===== src/rtl/riscv_su_stack_sequencer.sv =====
// Interrupt context stacking sequencer: pushes NUM_REGS registers into a descending
// stack frame on entry, pops them back on return, with tail-chain on preemption and abort.
module riscv_su_stack_sequencer #(
  parameter int ADDR_WIDTH   = 64,
  parameter int DATA_WIDTH   = 64,
  parameter int NUM_REGS     = 16,
  parameter int IDX_WIDTH    = 5,
  parameter int SU_FSM_WIDTH = 3
) (
  input  logic                    clk,
  input  logic                    nreset,
  input  logic                    enable,
  input  logic                    i_abort,
  input  logic                    i_start,
  input  logic                    i_ret_interr,
  input  logic                    i_interr_preemtion,
  input  logic [ADDR_WIDTH-1:0]   i_sp,
  output logic                    o_mem_req,
  output logic                    o_mem_we,
  output logic [ADDR_WIDTH-1:0]   o_mem_addr,
  output logic [DATA_WIDTH-1:0]   o_mem_wdata,
  input  logic                    i_mem_gnt,
  input  logic                    i_mem_rvalid,
  input  logic [DATA_WIDTH-1:0]   i_mem_rdata,
  output logic [IDX_WIDTH-1:0]    o_rf_idx,
  input  logic [DATA_WIDTH-1:0]   i_rf_rdata,
  output logic                    o_rf_we,
  output logic [DATA_WIDTH-1:0]   o_rf_wdata,
  output logic                    o_all_in_stacked,
  output logic                    o_all_unstacked,
  output logic                    o_aborted,
  output logic [ADDR_WIDTH-1:0]   o_sp_new,
  output logic [SU_FSM_WIDTH-1:0] o_fsm_status
);

  localparam int BYTES = DATA_WIDTH / 8;
  localparam logic [ADDR_WIDTH-1:0] FRAME = ADDR_WIDTH'(NUM_REGS * BYTES);
  localparam logic [ADDR_WIDTH-1:0] BEAT  = ADDR_WIDTH'(BYTES);
  localparam logic [IDX_WIDTH-1:0]  LAST  = IDX_WIDTH'(NUM_REGS - 1);

  typedef enum logic [SU_FSM_WIDTH-1:0] {
    IDLE     = SU_FSM_WIDTH'(0),
    PUSH     = SU_FSM_WIDTH'(1),
    STACKED  = SU_FSM_WIDTH'(2),
    POP      = SU_FSM_WIDTH'(3),
    POP_WAIT = SU_FSM_WIDTH'(4)
  } state_t;

  state_t                  state, state_d;
  logic [IDX_WIDTH-1:0]    idx, idx_d;
  logic [ADDR_WIDTH-1:0]   base, base_d;
  logic [ADDR_WIDTH-1:0]   sp_new, sp_d;
  logic                    mem_req, req_d;
  logic                    stk, stk_d, unstk, unstk_d, abt, abt_d;
  logic                    pre_flag, pre_d, abort_flag, abf_d;
  logic                    rf_we, beat, abort_now, pre_now;

  always_ff @(posedge clk or negedge nreset) begin
    if (!nreset) begin
      state      <= IDLE;
      idx        <= '0;
      base       <= '0;
      sp_new     <= '0;
      mem_req    <= 1'b0;
      stk        <= 1'b0;
      unstk      <= 1'b0;
      abt        <= 1'b0;
      pre_flag   <= 1'b0;
      abort_flag <= 1'b0;
    end else begin
      state      <= state_d;
      idx        <= idx_d;
      base       <= base_d;
      sp_new     <= sp_d;
      mem_req    <= req_d;
      stk        <= stk_d;
      unstk      <= unstk_d;
      abt        <= abt_d;
      pre_flag   <= pre_d;
      abort_flag <= abf_d;
    end
  end

  always_comb begin
    state_d   = state;
    idx_d     = idx;
    base_d    = base;
    sp_d      = sp_new;
    req_d     = mem_req;
    stk_d     = 1'b0;
    unstk_d   = 1'b0;
    abt_d     = 1'b0;
    pre_d     = 1'b0;
    abf_d     = 1'b0;
    rf_we     = 1'b0;
    beat      = mem_req & i_mem_gnt;
    abort_now = abort_flag | i_abort;
    pre_now   = pre_flag | i_interr_preemtion;
    case (state)
      IDLE: begin
        if (i_abort) begin
          abt_d = 1'b1;
        end else if (i_start && enable) begin
          base_d  = i_sp - FRAME;
          idx_d   = '0;
          state_d = PUSH;
          req_d   = 1'b1;
        end
      end
      PUSH: begin
        abf_d = abort_now;
        if (beat) begin
          idx_d = idx + IDX_WIDTH'(1);
          if (abort_now) begin
            state_d = IDLE;
            req_d   = 1'b0;
            abt_d   = 1'b1;
            abf_d   = 1'b0;
          end else if (idx == LAST) begin
            state_d = STACKED;
            req_d   = 1'b0;
            stk_d   = 1'b1;
            sp_d    = base;
          end else begin
            req_d = enable;
          end
        end else if (!mem_req) begin
          // No beat in flight while stalled on enable, so an abort can finish at once.
          if (abort_now) begin
            state_d = IDLE;
            abt_d   = 1'b1;
            abf_d   = 1'b0;
          end else begin
            req_d = enable;
          end
        end
      end
      STACKED: begin
        if (i_abort) begin
          state_d = IDLE;
          abt_d   = 1'b1;
        end else if (i_ret_interr && enable) begin
          idx_d   = '0;
          state_d = POP;
          req_d   = 1'b1;
        end
      end
      POP: begin
        abf_d = abort_now;
        pre_d = pre_now;
        if (beat) begin
          state_d = POP_WAIT;
          req_d   = 1'b0;
        end else if (!mem_req) begin
          if (abort_now) begin
            state_d = IDLE;
            abt_d   = 1'b1;
            abf_d   = 1'b0;
            pre_d   = 1'b0;
          end else begin
            req_d = enable;
          end
        end
      end
      POP_WAIT: begin
        abf_d = abort_now;
        pre_d = pre_now;
        rf_we = i_mem_rvalid;
        if (i_mem_rvalid) begin
          idx_d = idx + IDX_WIDTH'(1);
          abf_d = 1'b0;
          pre_d = 1'b0;
          // Abort outranks completion, which outranks the preemption tail-chain.
          if (abort_now) begin
            state_d = IDLE;
            abt_d   = 1'b1;
          end else if (idx == LAST) begin
            state_d = IDLE;
            unstk_d = 1'b1;
            sp_d    = base + FRAME;
          end else if (pre_now) begin
            state_d = STACKED;
            stk_d   = 1'b1;
            sp_d    = base;
          end else begin
            state_d = POP;
            req_d   = enable;
          end
        end
      end
      default: begin
        state_d = IDLE;
        req_d   = 1'b0;
      end
    endcase
  end

  assign o_mem_req        = mem_req;
  assign o_mem_we         = (state == PUSH);
  assign o_mem_addr       = base + ADDR_WIDTH'(idx) * BEAT;
  assign o_mem_wdata      = i_rf_rdata;
  assign o_rf_idx         = idx;
  assign o_rf_we          = rf_we;
  assign o_rf_wdata       = rf_we ? i_mem_rdata : '0;
  assign o_all_in_stacked = stk;
  assign o_all_unstacked  = unstk;
  assign o_aborted        = abt;
  assign o_sp_new         = sp_new;
  assign o_fsm_status     = state;

endmodule


===== config.mk =====
export PLATFORM = sky130hd
export DESIGN_NAME = riscv_su_stack_sequencer
export DESIGN_NICKNAME = d
export VERILOG_FILES = /design/src/rtl/riscv_su_stack_sequencer.sv
export SDC_FILE = /design/constraint.sdc
export NUM_CORES = 1
export LEC_CHECK = 0
export CORE_AREA = 2 2 186 188
export DETAILED_ROUTE_END_ITERATION = 8
export DIE_AREA = 0 0 188 190
export GPL_TIMING_DRIVEN = 0
export MAX_ROUTING_LAYER = met4
export PLACE_DENSITY = 0.73
export SYNTH_ARGS = -nofsm -noshare
export SYNTH_HDL_FRONTEND = slang
export SYNTH_SLANG_ARGS = --single-unit

===== constraint.sdc =====
create_clock -name clk -period 2.95 [get_ports clk]
set_input_delay 0.295 -clock clk [delete_from_list [all_inputs] [get_ports clk]]
set_output_delay 0.295 -clock clk [all_outputs]
set_load 0.02 [all_outputs]

==> impl_metrics.ini <==
[synth]
synth_top_family_by_area = simple AND/OR/NAND/NOR gates
ys_seq_area_share_pct = 35.7
synthMostInstantiatedCell = nand2_1
synth_edf_count = 0
avgSynthCellArea_um2 = 8.29
synth_commonest_cells = nand2_1, dfrtp_1, o21ai_0
netlist.area_leader.share_pct = 35.7
synth.yosys.warnings = 0
multiplexer_fraction_of_the_synthesized_cell_area_pct = 2.01
post_synth_fa_ha_maj_area_fraction_pct = 1.46
synth-xor-area-share_pct = 14.8
most_area_consuming_cells_after_synthesis = dfrtp_1, xnor2_1, xor2_1
synthDominantAreaCellType = dfrtp_1
synth.cell_area_mm2 = 0.00995
postSynthNetCount = 1412
synthesized_instance_count = 1200
netlist-cell-type-count = 64
synth_seq_cells = 142
dominantRegCellSynth = dfrtp_1
area_fraction_in_and_or_nand_and_nor_cells_after_synthesis_pct = 28.0
ys_async_sr_fraction_pct = 100
synth_compound_gate_area_share_pct = 8.83

[timing]
post-route-period-util_pct = 107
fin_hold_ws_ps = 383
timing.final.ws_setup_ps = -199
relSlewSlack_pct = 52.1
tightestPinTransition_ps = 713
report.final.slew_viol_count = 0
setup_violations = 30
timing_hold_violations_final = 0
worst_clock_skew_ps = 8.24
final.min_clock_period_ps = 3150
setup_repair_after_global_routing_missed_its_margin = yes
clock.fmax_mhz = 318

[detailed_routing]
drt_drc_violations_left = 0
drt_iter0_markers = 660
detailroute.via_count = 10900
drt-total-wl_um = 42500
routed_wire_length_per_instance_um = 19.8
final_antenna_net_count = 0
drt_pre_antenna_iters = 5
route.detailed.vias_per_inst = 5.08

[finish]
post_route_cells_drive_above_1_share_pct = 24.9
final-seq-area_mm2 = 0.00360
filler_cell_count = 3099
multiInputGateArea_mm2 = 0.00627
final_nets = 1889
area_delta_synth_final_pct = 66.6

[setup_path]
critical_path_buf_inv_count = 4
timing.critical_path.slowest_cell_delay_ps = 460
timing.critical_path.required_ps = 2650
critical_path.cell_chain = buf_4 > buf_6 > fa_2 > a21oi_4 > o2bb2ai_4 > nand3b_1 > buf_6 > nor4_2 > xor2_1 > buf_2
crit_slowest_cell = dfrtp_2
timing.setup.critical_path_class = flop to output port
cp-start-kind = flop
worst_ep_arrival_time_ps = 2850
worst_path_dominant_cell_family = buffers and inverters
cp_common_cell = buf_6
timing.critical_path.to_type = output port
critical_path_peak_fanout = 5

[run_status]
violated_checks = setup timing
result_of_the_run = finished, violations left

[clock_tree]
clockRootBuffer = clkbuf_16
cts_tree = built
clock_sinks = 142
cts_buffer_depth = 2
cts_max_level = 4
clkLatencyLatePin_ps = 440
clock_buffer_count_from_cts = 17
clkTransAtPathRegs_ps = 60

[floorplan]
row_count = 68
initial_core_utilization_pct = 29.3
die_w_um = 188
ios = 471
core_area_mm2 = 0.0339
die_area_mm2 = 0.0357
die_y_um = 190

[place]
place.port_buffers = 406
preCtsSetupSlack_ps = -1180
routabilityCongestion = 0.922
dp.final_hpwl_um = 33200

[global_routing]
met1_usage_pct = 28.4
globalRouteMet3Util_pct = 5.29
gr-usage-all-layers_pct = 23.0
via_count_of_the_first_global_routing_pass = 10700
grt_antenna_before_repair = 6
grt.overflow.total = 0
wire_length_of_the_first_global_routing_pass_um = 61600
grt_start_max_net_pins = 88
globalRoute.busiestLayer = met2
global_route.usage.met2_pct = 36.5

[power]
cellPowerDensity_mw_per_mm2 = 771
p_leak_nw = 7.18
vdd_ir_drop_max_v = 0.000458

[run]
maxCapViolations = 0

[min_path]
min-delay-path-class = primary input to asynchronous set/reset pin
## sequential cells by signal (all words and copies together) (netlist names), 3 cells and up
| signal | cells |
|---|---|
| base | 64 |
| o_sp_new | 64 |
| o_fsm_status | 3 |
| o_rf_idx | 5 |
## report_power, final
group          switching (mW)  internal [mW]
Clock                   0.946           1.43
Combinational            3.54           2.95
Sequential               1.11           2.80
## metrics by stage
step / area, um^2 / setup TNS [ps] / std cells / utilization [%] / power [mW]
2_1_floorplan: 9970 / 0 / 1200 / - / 6.76
3_3_place_gp: 14600 / -602190 / 2061 / 43.0 / 9.83
3_5_place_dp: 14600 / -38080 / 2062 / 43.1 / 9.93
4_1_cts: 15900 / -2180 / 2115 / 46.8 / 12.4
5_1_grt: 16600 / -5540 / 2151 / 48.8 / 13.4
6_report: 16600 / -2930 / 2151 / 48.8 / 12.8
## cell families (layout without fill, tap and decap cells)
family	count (synthesis)	in the layout
muxes	18	18
AOI/OAI and AO/OA	158	158
other	0	6
buffers and inverters	170	660
DFF	142	142
xor gates and xnor gates	168	168
adders and majority gates	11	11
and+or+nand+nor	533	533
## worst register-to-register path, stage by stage (launching register included)
cell,delay [ps]
dfrtp_2,460
ha_4,170
and3_4,200
ha_4,120
buf_6,80
and4bb_1,240
buf_6,140
or4b_4,470
buf_6,160
or4_4,470
nor4_4,220
xnor2_1,170
o21ai_2,60
## final cells by class
type	count	area share, %
inverters	13	0.294
multi-input cells	888	37.8
flip-flops and latches	142	21.7
diodes	6	0.0906
repair buffers	487	28.0
clock inverters	14	1.25
well taps	455	3.43
plain buffers	128	4.88
clock buffers	18	2.59
## path summary, 6_finish.rpt
| kind | from | to | slack (ps) | cells after the start |
|---|---|---|---|---|
| worst max-delay path | o_rf_idx[1]$_DFFE_PN0P_ | o_mem_addr[59] | -200 | 10 |
| worst max register to register | o_rf_idx[1]$_DFFE_PN0P_ | o_sp_new[43]$_DFFE_PN0P_ | -140 | 12 |
| min in group clk | i_sp[6] | base[6]$_DFFE_PN0P_ | 470 | 2 |
| max in group asynchronous | nreset | base[7]$_DFFE_PN0P_ | 1720 | 3 |
| worst min-delay path | nreset | o_sp_new[39]$_DFFE_PN0P_ | 380 | 2 |
| worst min register to register | o_sp_new[30]$_DFFE_PN0P_ | o_sp_new[30]$_DFFE_PN0P_ | 480 | 2 |
## repair_timing
item	in CTS	in global routing
hold buffers	1	0
gates cloned	0	1
gates resized for setup	301	177
setup endpoints to repair	184	159
pin swaps	29	31
hold endpoints to repair	55	0
setup buffers	46	33
## cell usage in the layout (no fill, tap or decap), drive strengths merged, types with 11 or more instances in the layout
cell type,netlist,layout
and3,72,72
and4,11,11
buf,81,200
clkbuf,76,77
clkdlybuf4s50,0,331
dfrtp,142,142
dlymetal6s2s,0,15
inv,13,18
mux2,16,16
nand2,171,171
nand3,34,34
nand4,40,40
nor2,71,71
nor3,44,44
nor4,25,25
o21ai,122,122
xnor2,86,86
xor2,82,82
## routing by layer
metal / vias to the layer above / routed length [um]
li1: 5038 / -
met1: 5245 / 17900
met4: 0 / 1640
met2: 544 / 19800
met3: 95 / 3240
met5: - / 0
No activity file was read; power rests on OpenSTA's default activity.
==> patch (same flow settings) <==
Put one more register stage on the output `o_fsm_status`, without a reset. The value now appears one clock later. The other outputs are not delayed to match.
--- a/src/rtl/riscv_su_stack_sequencer.sv
+++ b/src/rtl/riscv_su_stack_sequencer.sv
@@ -208,3 +208,5 @@
   assign o_sp_new         = sp_new;
-  assign o_fsm_status     = state;
+  always_ff @(posedge clk) begin
+    o_fsm_status <= state;
+  end
 
Check against the original RTL: not equivalent (a bounded check fails within 4 cycles, from zero or initial values and one cycle with nreset low).
==> patch against the original RTL <==
The flow still finishes with violations (setup timing). Setup slack better by 130 ps. Power increased by 3.6%. Global-route usage up 0.96 points. Area after synthesis up 3.2%. Fmax rose by 4.3%. Count of clock-buffer cells in the layout grew 1. Routed wire length increased by 2.0%. Critical path depth fell by 2. Sequential cell count increased by 3. Design area fell by 0.32%. Largest cell class unchanged.
==> patch: results (changes against the original RTL) <==
| Metric | Value |
|---|---|
| Root Buffer | clkbuf_16 (unchanged) |
| Worst-Skew Late Latency | 440 ps (about the same) |
| Slew @ Worst Pin | 1040 ps (was 713 ps) |
| Top cells by area, synth | dfrtp_1, xnor2_1, nand2_1 (was dfrtp_1, xnor2_1, xor2_1) |
| Worst-path clk slew | 70 ps |
| Psw | 5.93 mW (was 5.59 mW) |
| CTS max path bufs | 2 (unchanged) |
| Register share of total power | 28.9% (was 30.6%) |
| Setup violations, final | 4 (was 30) |
| H-tree depth | 4 (unchanged) |
| Pre-CTS setup slack | -795 ps (was -1180 ps) |
| Seq/Total Area, Yosys | 35.2% (was 35.7%) |
| DR pass1 iterations | 5 (unchanged) |
| Final cell count without fillers | 2170 (was 2151) |
| Status | finished, violations left (unchanged) |
| Worst min-delay path category | in2reg (was in2async) |
| Antenna diode count | 0 (was 6) |
| Peak supply drop | 377 uV (was 458 uV) |
| Detailed Place HPWL | 34700 um (was 33200 um) |
| Nets | 1915 (was 1889) |
| First-pass GRT wire length | 63700 um (was 61600 um) |
| GPL Wtd Cong | 0.979 (was 0.922) |
| P_leak | 7.10 nW (was 7.18 nW) |
| Fin Clk Skew | 18.8 ps (was 8.24 ps) |
| Setup TNS | -107 ps (was -2930 ps) |
| Mapped Nets | 1450 (was 1412) |
| Worst Path Arrival | 2720 ps (was 2850 ps) |
| Top cells by count, synth | nand2_1, dfrtp_1, o21ai_0 (unchanged) |
| Fillers | 3178 (was 3099) |
| Antenna violations before repair | 1 (was 6) |
| GRT Total Usage | 23.9% (was 23.0%) |
| Routed length per placed instance | 20.0 um (was 19.8 um) |
| Vias post-DR | 11000 (was 10900) |
| Largest net degree at the start of global routing | 84 (was 88) |
| Final worst slack | -67.7 ps (was -199 ps) |
| DP Area | 14900 um2 (was 14600 um2) |
| Count of buffers from port buffering | 405 (was 406) |
| Share of synthesized flip-flops with an asynchronous set or reset | 97.9% (was 100%) |
| Layout cells sized above 1 | 22.2% (was 24.9%) |
| Synthesized area per cell | 8.29 um2 (about the same) |
| Netlist cell types | 65 (was 64) |
| Failing checks | setup timing (unchanged) |
| Warnings from Yosys | 0 (unchanged) |
| Number of DRC markers after the initial detailed-route iteration | 772 (was 660) |
| CP max FO | 7 (was 5) |
| Inst Count DP | 2099 (was 2062) |
| TritonCTS Buffers | 17 (unchanged) |
| Ys flop type | dfrtp_1 (unchanged) |
patch: changes by cell type after synthesis, sizes merged, moves of 4 or more:
cell / delta
a31oi: +5
nor2: +6
xor2: -9
nand4: -4
nand3: +16
nand2: +30
mux2: -5
clkbuf: -24
a21oi: +5
buf: +18
and3: +4
nor4: +15
xnor2: +4
o21ai: -6
patch: cell type report:
type	instances	area (um2)	share of cell area (%)
Clock inverter	12	184	1.11
Sequential cell	145	3640	22.0
Timing Repair Buffer	455	4360	26.4
Buffer	142	878	5.31
Multi-Input combinational cell	931	6420	38.9
Inverter	11	41.3	0.250
Clock buffer	19	433	2.62
Tap cell	455	569	3.44
patch: routing by layer:
| layer | vias to the layer above | global-route usage (%) | wire length [um] |
|---|---|---|---|
| met5 | - | - | 0 |
| met4 | 0 | 8.60 | 1320 |
| met3 | 67 | 2.66 | 2260 |
| met2 | 440 | 35.7 | 19500 |
| met1 | 5329 | 33.6 | 20300 |
| li1 | 5141 | - | - |
patch: power by group through the flow:
stage	clock network (mW)	registers, mW	logic, mW
after floorplan	0	3.99	3.14
after global placement	0	3.65	6.93
after detailed placement	0	3.68	6.99
after CTS	2.36	3.77	6.96
after global routing	2.44	3.93	7.57
final	2.34	3.82	7.08
patch: repair_timing:
action | 4_1_cts | 5_1_grt
setup buffers | 34 | 15
gates resized for setup | 266 | 110
hold buffers | 1 | 0
endpoints found under the setup margin | 88 | 108
hold endpoints to repair | 59 | 0
pin swaps | 30 | 32
patch: path summary, 6_finish.rpt:
path / start / end / slack (ps) / depth (start not counted)
min in group asynchronous: nreset / o_sp_new[54]$_DFFE_PN0P_ / 400 / 2
setup / recovery: base[20]$_DFFE_PN0P_ / o_mem_addr[38] / -70 / 8
setup reg to reg: state[2]$_DFFE_PN0P_ / o_sp_new[3]$_DFFE_PN0P_ / 140 / 10
hold reg to reg: state[2]$_DFFE_PN0P_ / o_fsm_status[2]$_DFF_P_ / 380 / 0
max in group asynchronous: nreset / base[6]$_DFFE_PN0P_ / 1700 / 3
hold / removal: i_abort / o_all_in_stacked$_DFF_PN0_ / 350 / 2
patch: cells by family (layout without fill, tap and decap cells):
| kind of cell | after synthesis | count (layout) | synth area share [%] |
|---|---|---|---|
| and+or+nand+nor | 587 | 587 | 30.8 |
| xor gates and xnor gates | 163 | 163 | 13.9 |
| buffers and inverters | 162 | 639 | 9.02 |
| AOI/OAI and AO/OA | 158 | 158 | 8.36 |
| DFF | 145 | 145 | 35.2 |
| muxes | 12 | 12 | 1.30 |
| adders and majority gates | 11 | 11 | 1.41 |
patch: critical path, stage by stage, from the launching register on:
cell	delay (ps)
dfrtp_1	310
buf_2	220
nand2_2	190
nor3_1	340
nand4_1	180
nand3b_1	330
nor2_1	190
xor2_1	320
buf_4	210
